$ cat src/rtl/stream_rr_arbiter.sv
// ============================================================================
// Module   : stream_rr_arbiter
// Brief    : Round-robin, burst-bounded arbiter of N valid/ready requesters
//            onto one registered output stream. SAMPLE_ARB_STATS_EN adds a
//            16-bit output handshake counter (beat_count_o).
// Revision : 1.0 - initial release
// ============================================================================
`default_nettype none

module stream_rr_arbiter #(
  parameter int NUM_REQ    = 4,
  parameter int DATA_WIDTH = 8,
  parameter int MAX_BURST  = 4
) (
  input  logic                          clk_i,
  input  logic                          reset_i,
  input  logic [NUM_REQ-1:0]            req_valid_i,
  input  logic [NUM_REQ*DATA_WIDTH-1:0] req_data_i,
  output logic [NUM_REQ-1:0]            req_ready_o,
  output logic                          out_valid_o,
  output logic [DATA_WIDTH-1:0]         out_data_o,
  input  logic                          out_ready_i,
  output logic [NUM_REQ-1:0]            grant_o,
  output logic                          busy_o
`ifdef SAMPLE_ARB_STATS_EN
  ,
  output logic [15:0]                   beat_count_o
`endif
);

  localparam int OW  = $clog2(NUM_REQ);
  localparam int BCW = $clog2(MAX_BURST) + 1;
  localparam logic [BCW-1:0] C_LAST_BEAT = BCW'(MAX_BURST - 1);
  localparam logic [OW-1:0]  C_LAST_REQ  = OW'(NUM_REQ - 1);

  typedef enum logic [0:0] {
    S_IDLE   = 1'b0,
    S_ACTIVE = 1'b1
  } state_e;

  state_e                 state_q, state_d;
  logic [NUM_REQ-1:0]     grant_q, grant_d;
  logic [OW-1:0]          owner_q, owner_d;
  logic [BCW-1:0]         burst_cnt_q, burst_cnt_d;
  logic                   out_valid_q, out_valid_d;
  logic [DATA_WIDTH-1:0]  out_data_q, out_data_d;

  logic [DATA_WIDTH-1:0]  req_data_arr [NUM_REQ];
  logic [OW-1:0]          win_idx;
  logic                   win_found;
  logic [OW-1:0]          probe_idx;
  logic                   slot_free;
  logic                   owner_valid;
  logic                   xfer;

  generate
    for (genvar g = 0; g < NUM_REQ; g++) begin : g_unpack
      assign req_data_arr[g] = req_data_i[g*DATA_WIDTH +: DATA_WIDTH];
    end
  endgenerate

  // First valid requester strictly after the last owner, wrapping to 0.
  always_comb begin
    win_idx   = owner_q;
    win_found = 1'b0;
    probe_idx = '0;
    for (int k = 1; k <= NUM_REQ; k++) begin
      probe_idx = OW'((int'(owner_q) + k) % NUM_REQ);
      if (!win_found && req_valid_i[probe_idx]) begin
        win_found = 1'b1;
        win_idx   = probe_idx;
      end
    end
  end

  assign slot_free   = !out_valid_q || out_ready_i;
  assign owner_valid = req_valid_i[owner_q];
  assign xfer        = (state_q == S_ACTIVE) && owner_valid && slot_free;
  assign req_ready_o = grant_q & {NUM_REQ{slot_free}};

  always_comb begin
    state_d     = state_q;
    grant_d     = grant_q;
    owner_d     = owner_q;
    burst_cnt_d = burst_cnt_q;
    out_valid_d = out_valid_q;
    out_data_d  = out_data_q;

    case (state_q)
      S_IDLE: begin
        if (win_found) begin
          state_d     = S_ACTIVE;
          grant_d     = NUM_REQ'(1) << win_idx;
          owner_d     = win_idx;
          burst_cnt_d = '0;
        end
      end
      S_ACTIVE: begin
        if (xfer) begin
          if (burst_cnt_q == C_LAST_BEAT) begin
            state_d     = S_IDLE;
            grant_d     = '0;
            burst_cnt_d = '0;
          end else begin
            burst_cnt_d = burst_cnt_q + BCW'(1);
          end
        end else if (!owner_valid) begin
          state_d     = S_IDLE;
          grant_d     = '0;
          burst_cnt_d = '0;
        end
      end
      default: begin
        state_d = S_IDLE;
        grant_d = '0;
      end
    endcase

    // A new beat may replace a draining one in the same cycle.
    if (xfer) begin
      out_valid_d = 1'b1;
      out_data_d  = req_data_arr[owner_q];
    end else if (out_valid_q && out_ready_i) begin
      out_valid_d = 1'b0;
    end
  end

  always_ff @(posedge clk_i or posedge reset_i) begin
    if (reset_i) begin
      state_q     <= S_IDLE;
      grant_q     <= '0;
      owner_q     <= C_LAST_REQ;
      burst_cnt_q <= '0;
      out_valid_q <= 1'b0;
      out_data_q  <= '0;
    end else begin
      state_q     <= state_d;
      grant_q     <= grant_d;
      owner_q     <= owner_d;
      burst_cnt_q <= burst_cnt_d;
      out_valid_q <= out_valid_d;
      out_data_q  <= out_data_d;
    end
  end

  assign out_valid_o = out_valid_q;
  assign out_data_o  = out_data_q;
  assign grant_o     = grant_q;
  assign busy_o      = (state_q == S_ACTIVE);

`ifdef SAMPLE_ARB_STATS_EN
  logic [15:0] beat_count_q;

  always_ff @(posedge clk_i or posedge reset_i) begin
    if (reset_i) begin
      beat_count_q <= '0;
    end else if (out_valid_q && out_ready_i) begin
      beat_count_q <= beat_count_q + 16'd1;
    end
  end

  assign beat_count_o = beat_count_q;
`endif

endmodule

`default_nettype wire

$ cat config.mk
export PLATFORM = sky130hd
export DESIGN_NAME = stream_rr_arbiter
export DESIGN_NICKNAME = d
export VERILOG_FILES = /design/src/rtl/stream_rr_arbiter.sv
export SDC_FILE = /design/constraint.sdc
export NUM_CORES = 1
export LEC_CHECK = 0
export ABC_AREA = 0
export BUFFER_PORTS_ARGS = -buffer_cell sky130_fd_sc_hd__buf_2
export CAP_MARGIN = 40
export CORE_ASPECT_RATIO = 1.25
export CORE_UTILIZATION = 45
export CTS_CLUSTER_SIZE = 25
export DETAILED_ROUTE_END_ITERATION = 8
export GPL_ROUTABILITY_DRIVEN = 0
export GPL_TIMING_DRIVEN = 0
export MAX_ROUTING_LAYER = met4
export PLACE_DENSITY = 0.78
export SLEW_MARGIN = 20
export SYNTH_ARGS = -nofsm -noshare
export SYNTH_HDL_FRONTEND = slang
export SYNTH_SLANG_ARGS = --single-unit
$ cat constraint.sdc
create_clock -name clk_i -period 4.59 [get_ports clk_i]
set_input_delay 0.918 -clock clk_i [delete_from_list [all_inputs] [get_ports clk_i]]
set_output_delay 0.918 -clock clk_i [all_outputs]
set_load 0.1 [all_outputs]
Yosys cells after proc, flatten, opt, wreduce, memory -nomap -nowiden
Index checks and enable logic that the tools add are counted.
{"block": "word_totals", "reg_bits": 19, "latchBits": 0, "ram_bits": 0, "rom_bits": 0, "output_inout_bits": 18, "word_cells": 78, "n_memories": 0}
{"block": "op_classes", "addsub": 5, "n_mul": 0, "div": 0, "n_lt_le_gt_ge": 6, "eq_ne": 4, "n_shift": 1, "mux": 38, "n_bitwise": 3, "reduce_logical": 15}
{"cell": "binary-select mux 8 bit (select 2 bit)", "count": 1}
{"cell": "2-to-1 mux 4 bit", "count": 4}
{"cell": "2-to-1 mux 8 bit", "count": 2}
{"cell": "< comparator 2 x 3 -> 1 bit (second input constant)", "count": 5}
{"cell": "2-to-1 mux 1 bit", "count": 15}
{"cell": "2-to-1 mux 3 bit", "count": 4}
{"cell": "binary-select mux 1 bit (select 2 bit)", "count": 5}
{"cell": "2-to-1 mux 2 bit", "count": 4}
{"cell": "one-hot mux 4 bit (2 select lines)", "count": 1}
{"cell": "logical AND 1 bit", "count": 6}
{"cell": "inequality test 3 x 2 -> 1 bit (second input constant)", "count": 2}
{"cell": "one-hot mux 3 bit (2 select lines)", "count": 1}
{"cell": "adder 2 x 1 -> 2 bit (second input constant)", "count": 2}
{"cell": "adder 2 bit (second input constant)", "count": 2}
{"cell": "bitwise AND 4 bit", "count": 1}
{"cell": "zero test 1 bit", "count": 4}
{"cell": "AND reduction 2 bit", "count": 2}
{"cell": "left shift 1 x 2 -> 4 bit (first input constant)", "count": 1}
{"cell": "adder 3 x 1 -> 3 bit (second input constant)", "count": 1}
{"cell": "equality test 3 x 2 -> 1 bit (second input constant)", "count": 1}
{"cell": "greater-or-equal comparator 3 bit (second input constant)", "count": 1}
{"cell": "inverter 2 -> 3 bit", "count": 1}
{"cell": "AND reduction 3 bit", "count": 1}
{"cell": "inequality test 2 bit (second input constant)", "count": 1}
{"cell": "4 further kinds", "count": 4}

Longest topological paths before layout
{"block": "logic_depth", "ltp_word": 16, "depth_mapped": 6, "ltp_nobuf": 5}

Worst setup path before layout
No wires, ideal clock.
{"block": "synth_timing", "path_type": "input-to-output", "from": "input port out_ready_i", "to": "output port req_ready_o[0]", "arrival_time_ns": 1.953, "setup_slack_ns": 1.719, "path_stages": 2, "cell_sequence": "nand2b_1 > and2_1"}
{"block": "synth_between", "elab_chain_cells": 2}
{"element": "start, declared", "line_no": "22", "rtl": "input logic out_ready_i,"}
{"element": "logical OR 1 bit", "line_no": "76", "rtl": "assign slot_free = !out_valid_q || out_ready_i;"}
{"element": "bitwise AND 4 bit", "line_no": "79", "rtl": "assign req_ready_o = grant_q & {NUM_REQ{slot_free}};"}
{"element": "end, declared", "line_no": "19", "rtl": "output logic [NUM_REQ-1:0] req_ready_o,"}
No other way between the ends.

Final worst setup path
Same ends and word-level chain as after synthesis.

==> impl_metrics.env <==
export IMPL_num_rows=20
export IMPL_status="complete, no violations"
export IMPL_worst_slew_pin_slew_ns=0.730
export IMPL_route_antenna_remaining_nets=0
export IMPL_place_area_mm2=0.00150
export IMPL_grt_util_met3_pct=2.74
export IMPL_r2r_start="owner_q[0]"
export IMPL_die_height_um=59.2
export IMPL_pre_cts_ws_ns=1.81
export IMPL_yosysWarnings=0
export IMPL_synth_top_area_cell="dfrtp_1"
export IMPL_first_global_vias=914
export IMPL_h_tree_depth=1
export IMPL_io_buffers=56
export IMPL_cts_tree="built"
export IMPL_clockBufferDepth=2
export IMPL_design_area_mm2=0.00152
export IMPL_busiest_layer="met2"
export IMPL_setup_tns_ns=0
export IMPL_slowest_stage="buf_2"
export IMPL_syn_to_final_growth_pct=29.6
export IMPL_die_x_um=47.7
export IMPL_ios=57
export IMPL_fmax_mhz=361
export IMPL_wl_per_cell_um=14.4
export IMPL_drcViolationCount=0
export IMPL_async_flop_share_pct=100
export IMPL_syn_num_nets=129
export IMPL_use_met1_pct=24.3
export IMPL_max_cap_violations=0
export IMPL_clk_pin_slew_ns=0.10
export IMPL_endpoint="req_ready_o[0]"
export IMPL_root_buffer="clkbuf_4"
export IMPL_cp_max_fo=9
export IMPL_drive_gt1_share_pct=49.7
export IMPL_drv_slew=0
export IMPL_worst_path_buf_inv=2
export IMPL_ctsHoldBuffers=0
export IMPL_synth_area_leaders="dfrtp_1 36%, mux4_1 18%, mux2_4 10%"
export IMPL_ys_seq_elements=19
export IMPL_critical_path_endpoint_type="primary output"
export IMPL_core_mm2=0.00245
export IMPL_worst_setup_path_start_kind="input port"
export IMPL_post_cts_buffers=0
export IMPL_crit_start="out_ready_i"
export IMPL_critical_path_top_delay_family="buffers and inverters"
export IMPL_cpPeakStageDelay_ns=0.42
export IMPL_ys_seq_area_share_pct=40.6
export IMPL_antenna_found_initial=0
export IMPL_worstPathArrival_ns=1.85
export IMPL_syn_area_mm2=0.00118
export IMPL_fin_ws_ns=1.82
export IMPL_hp_start="out_data_o[1]"
export IMPL_synth_most_common_cell="dfrtp_1"
export IMPL_rsz0062_at_grt="no"
export IMPL_grt_overflow_total=0
export IMPL_syn_avg_cell_area_um2=13.2
export IMPL_netlist_instances=89
export IMPL_r2r_end="out_data_o[7]"
export IMPL_hold_class="reg -> reg"
export IMPL_start_util_pct=48.0
export IMPL_grt_use_met2_pct=32.8
export IMPL_crit_type="in -> out"
export IMPL_die_area_mm2=0.00282
export IMPL_rr_worst_depth=6
export IMPL_finalNetCount=190
export IMPL_hold_violations=0
export IMPL_track_usage_pct=20.9
export IMPL_synth_edf_count=0
export IMPL_r2r_setup_slack_ns=2.77
export IMPL_relSlewSlack_pct=51.3
export IMPL_viasPerCell=5.30
export IMPL_grt_pass1_wl_um=4010
export IMPL_finalClockSkew_ns=0.00205
export IMPL_cts_made_buffers=3
export IMPL_synth_top_cell_area_share_pct=36.2
export IMPL_firstDrtPassIters=4
export IMPL_setup_viol=0
export IMPL_path_cells="buf_2, nand2b_1, and2_1, buf_2"
export IMPL_ys_types=30
export IMPL_antenna_cells=0
export IMPL_wl_um=2620
export IMPL_clkSinkCount=19
export IMPL_dp_hpwl_um=2140
export IMPL_ctsResizeCount=0
export IMPL_worstSkewPairLatency_ns=0.30
export IMPL_drtIter0Drc=15
export IMPL_cp_depth=4
export IMPL_dominantRegCellSynth="dfrtp_1"
export IMPL_required_ns=3.67
export IMPL_cp_common_cell="buf_2"
export IMPL_ys_top_cells_by_count="17 x dfrtp_1, 8 x mux2_4, 8 x mux4_1, 8 x nand2b_1"
export IMPL_period_share_pct=60.3
export IMPL_grt_max_degree=20
export IMPL_period_needed_ns=2.77
export IMPL_final_cells=182
export IMPL_vias=964
export IMPL_dpl_cell_count=178
-- registers in the layout (all words and copies together) (netlist names) --
register     count
out_data_o       8
grant_o          4
burst_cnt_q      3
owner_q          2
busy_o           1
out_valid_o      1
-- cell type report --
class	instances	area, µm²
timing repair buffer	56	280
multi-input combinational	63	653
buffer	4	33.8
inverter	3	11.3
fill	229	928
sequential	19	478
clock buffer	4	26.3
tap	33	41.3
-- per-stage QoR --
stage / utilization, % / hold WS (ns)
2_1_floorplan: - / 0.460
3_3_place_gp: 61.1 / 0.474
3_5_place_dp: 61.1 / 0.495
4_1_cts: 62.1 / 0.521
5_1_grt: 62.1 / 0.543
6_report: 62.1 / 0.518
-- layer usage --
layer / share of wire, % / wire length [µm] / vias up
met1: 39 / 1030 / 464
li1: - / - / 467
met4: 3.5 / 91 / 0
met3: 2.5 / 65 / 9
met5: 0 / 0 / -
met2: 55 / 1440 / 24
-- layout by cell type (no fill, tap or decap), types with 2 or more instances in the layout --
cell       synthesis  layout
o2bb2ai_1          4       4
buf_6              2       2
o21ai_1            3       3
a32o_1             2       2
o21ai_0            3       3
dfstp_2            2       2
a21oi_1            2       2
nand2b_1           8       8
inv_1              3       3
a21o_1             2       2
and2_1             4       4
nand2_1            3       3
buf_2              0      56
dfrtp_1           17      17
nor2_1             3       3
mux4_1             8       8
clkbuf_4           0       3
mux2i_1            2       2
mux2_4             8       8
clkbuf_1           1       2
-- worst min path at each step --
stage / to / slack (ns) / cells after the start
floorplan: burst_cnt_q[1] / 0.46 / 1
global route: out_data_o[1] / 0.54 / 1
detailed placement: out_data_o[4] / 0.49 / 1
CTS: out_data_o[6] / 0.52 / 1
finish: out_data_o[1] / 0.52 / 1
global placement: burst_cnt_q[1] / 0.47 / 1
-- logic make-up after synthesis --
family | count (synthesis) | synth area share, %
buffers and inverters | 7 | 3.83
adders and majority gates | 1 | 1.06
muxes | 18 | 29.8
and+or+nand+nor | 22 | 11.1
AOI/OAI and AO/OA | 22 | 13.6
DFF | 19 | 40.6
Power is left out: the tool's default activity adds up to more than one toggle a clock period on the data nets, which glitch-free logic cannot reach.
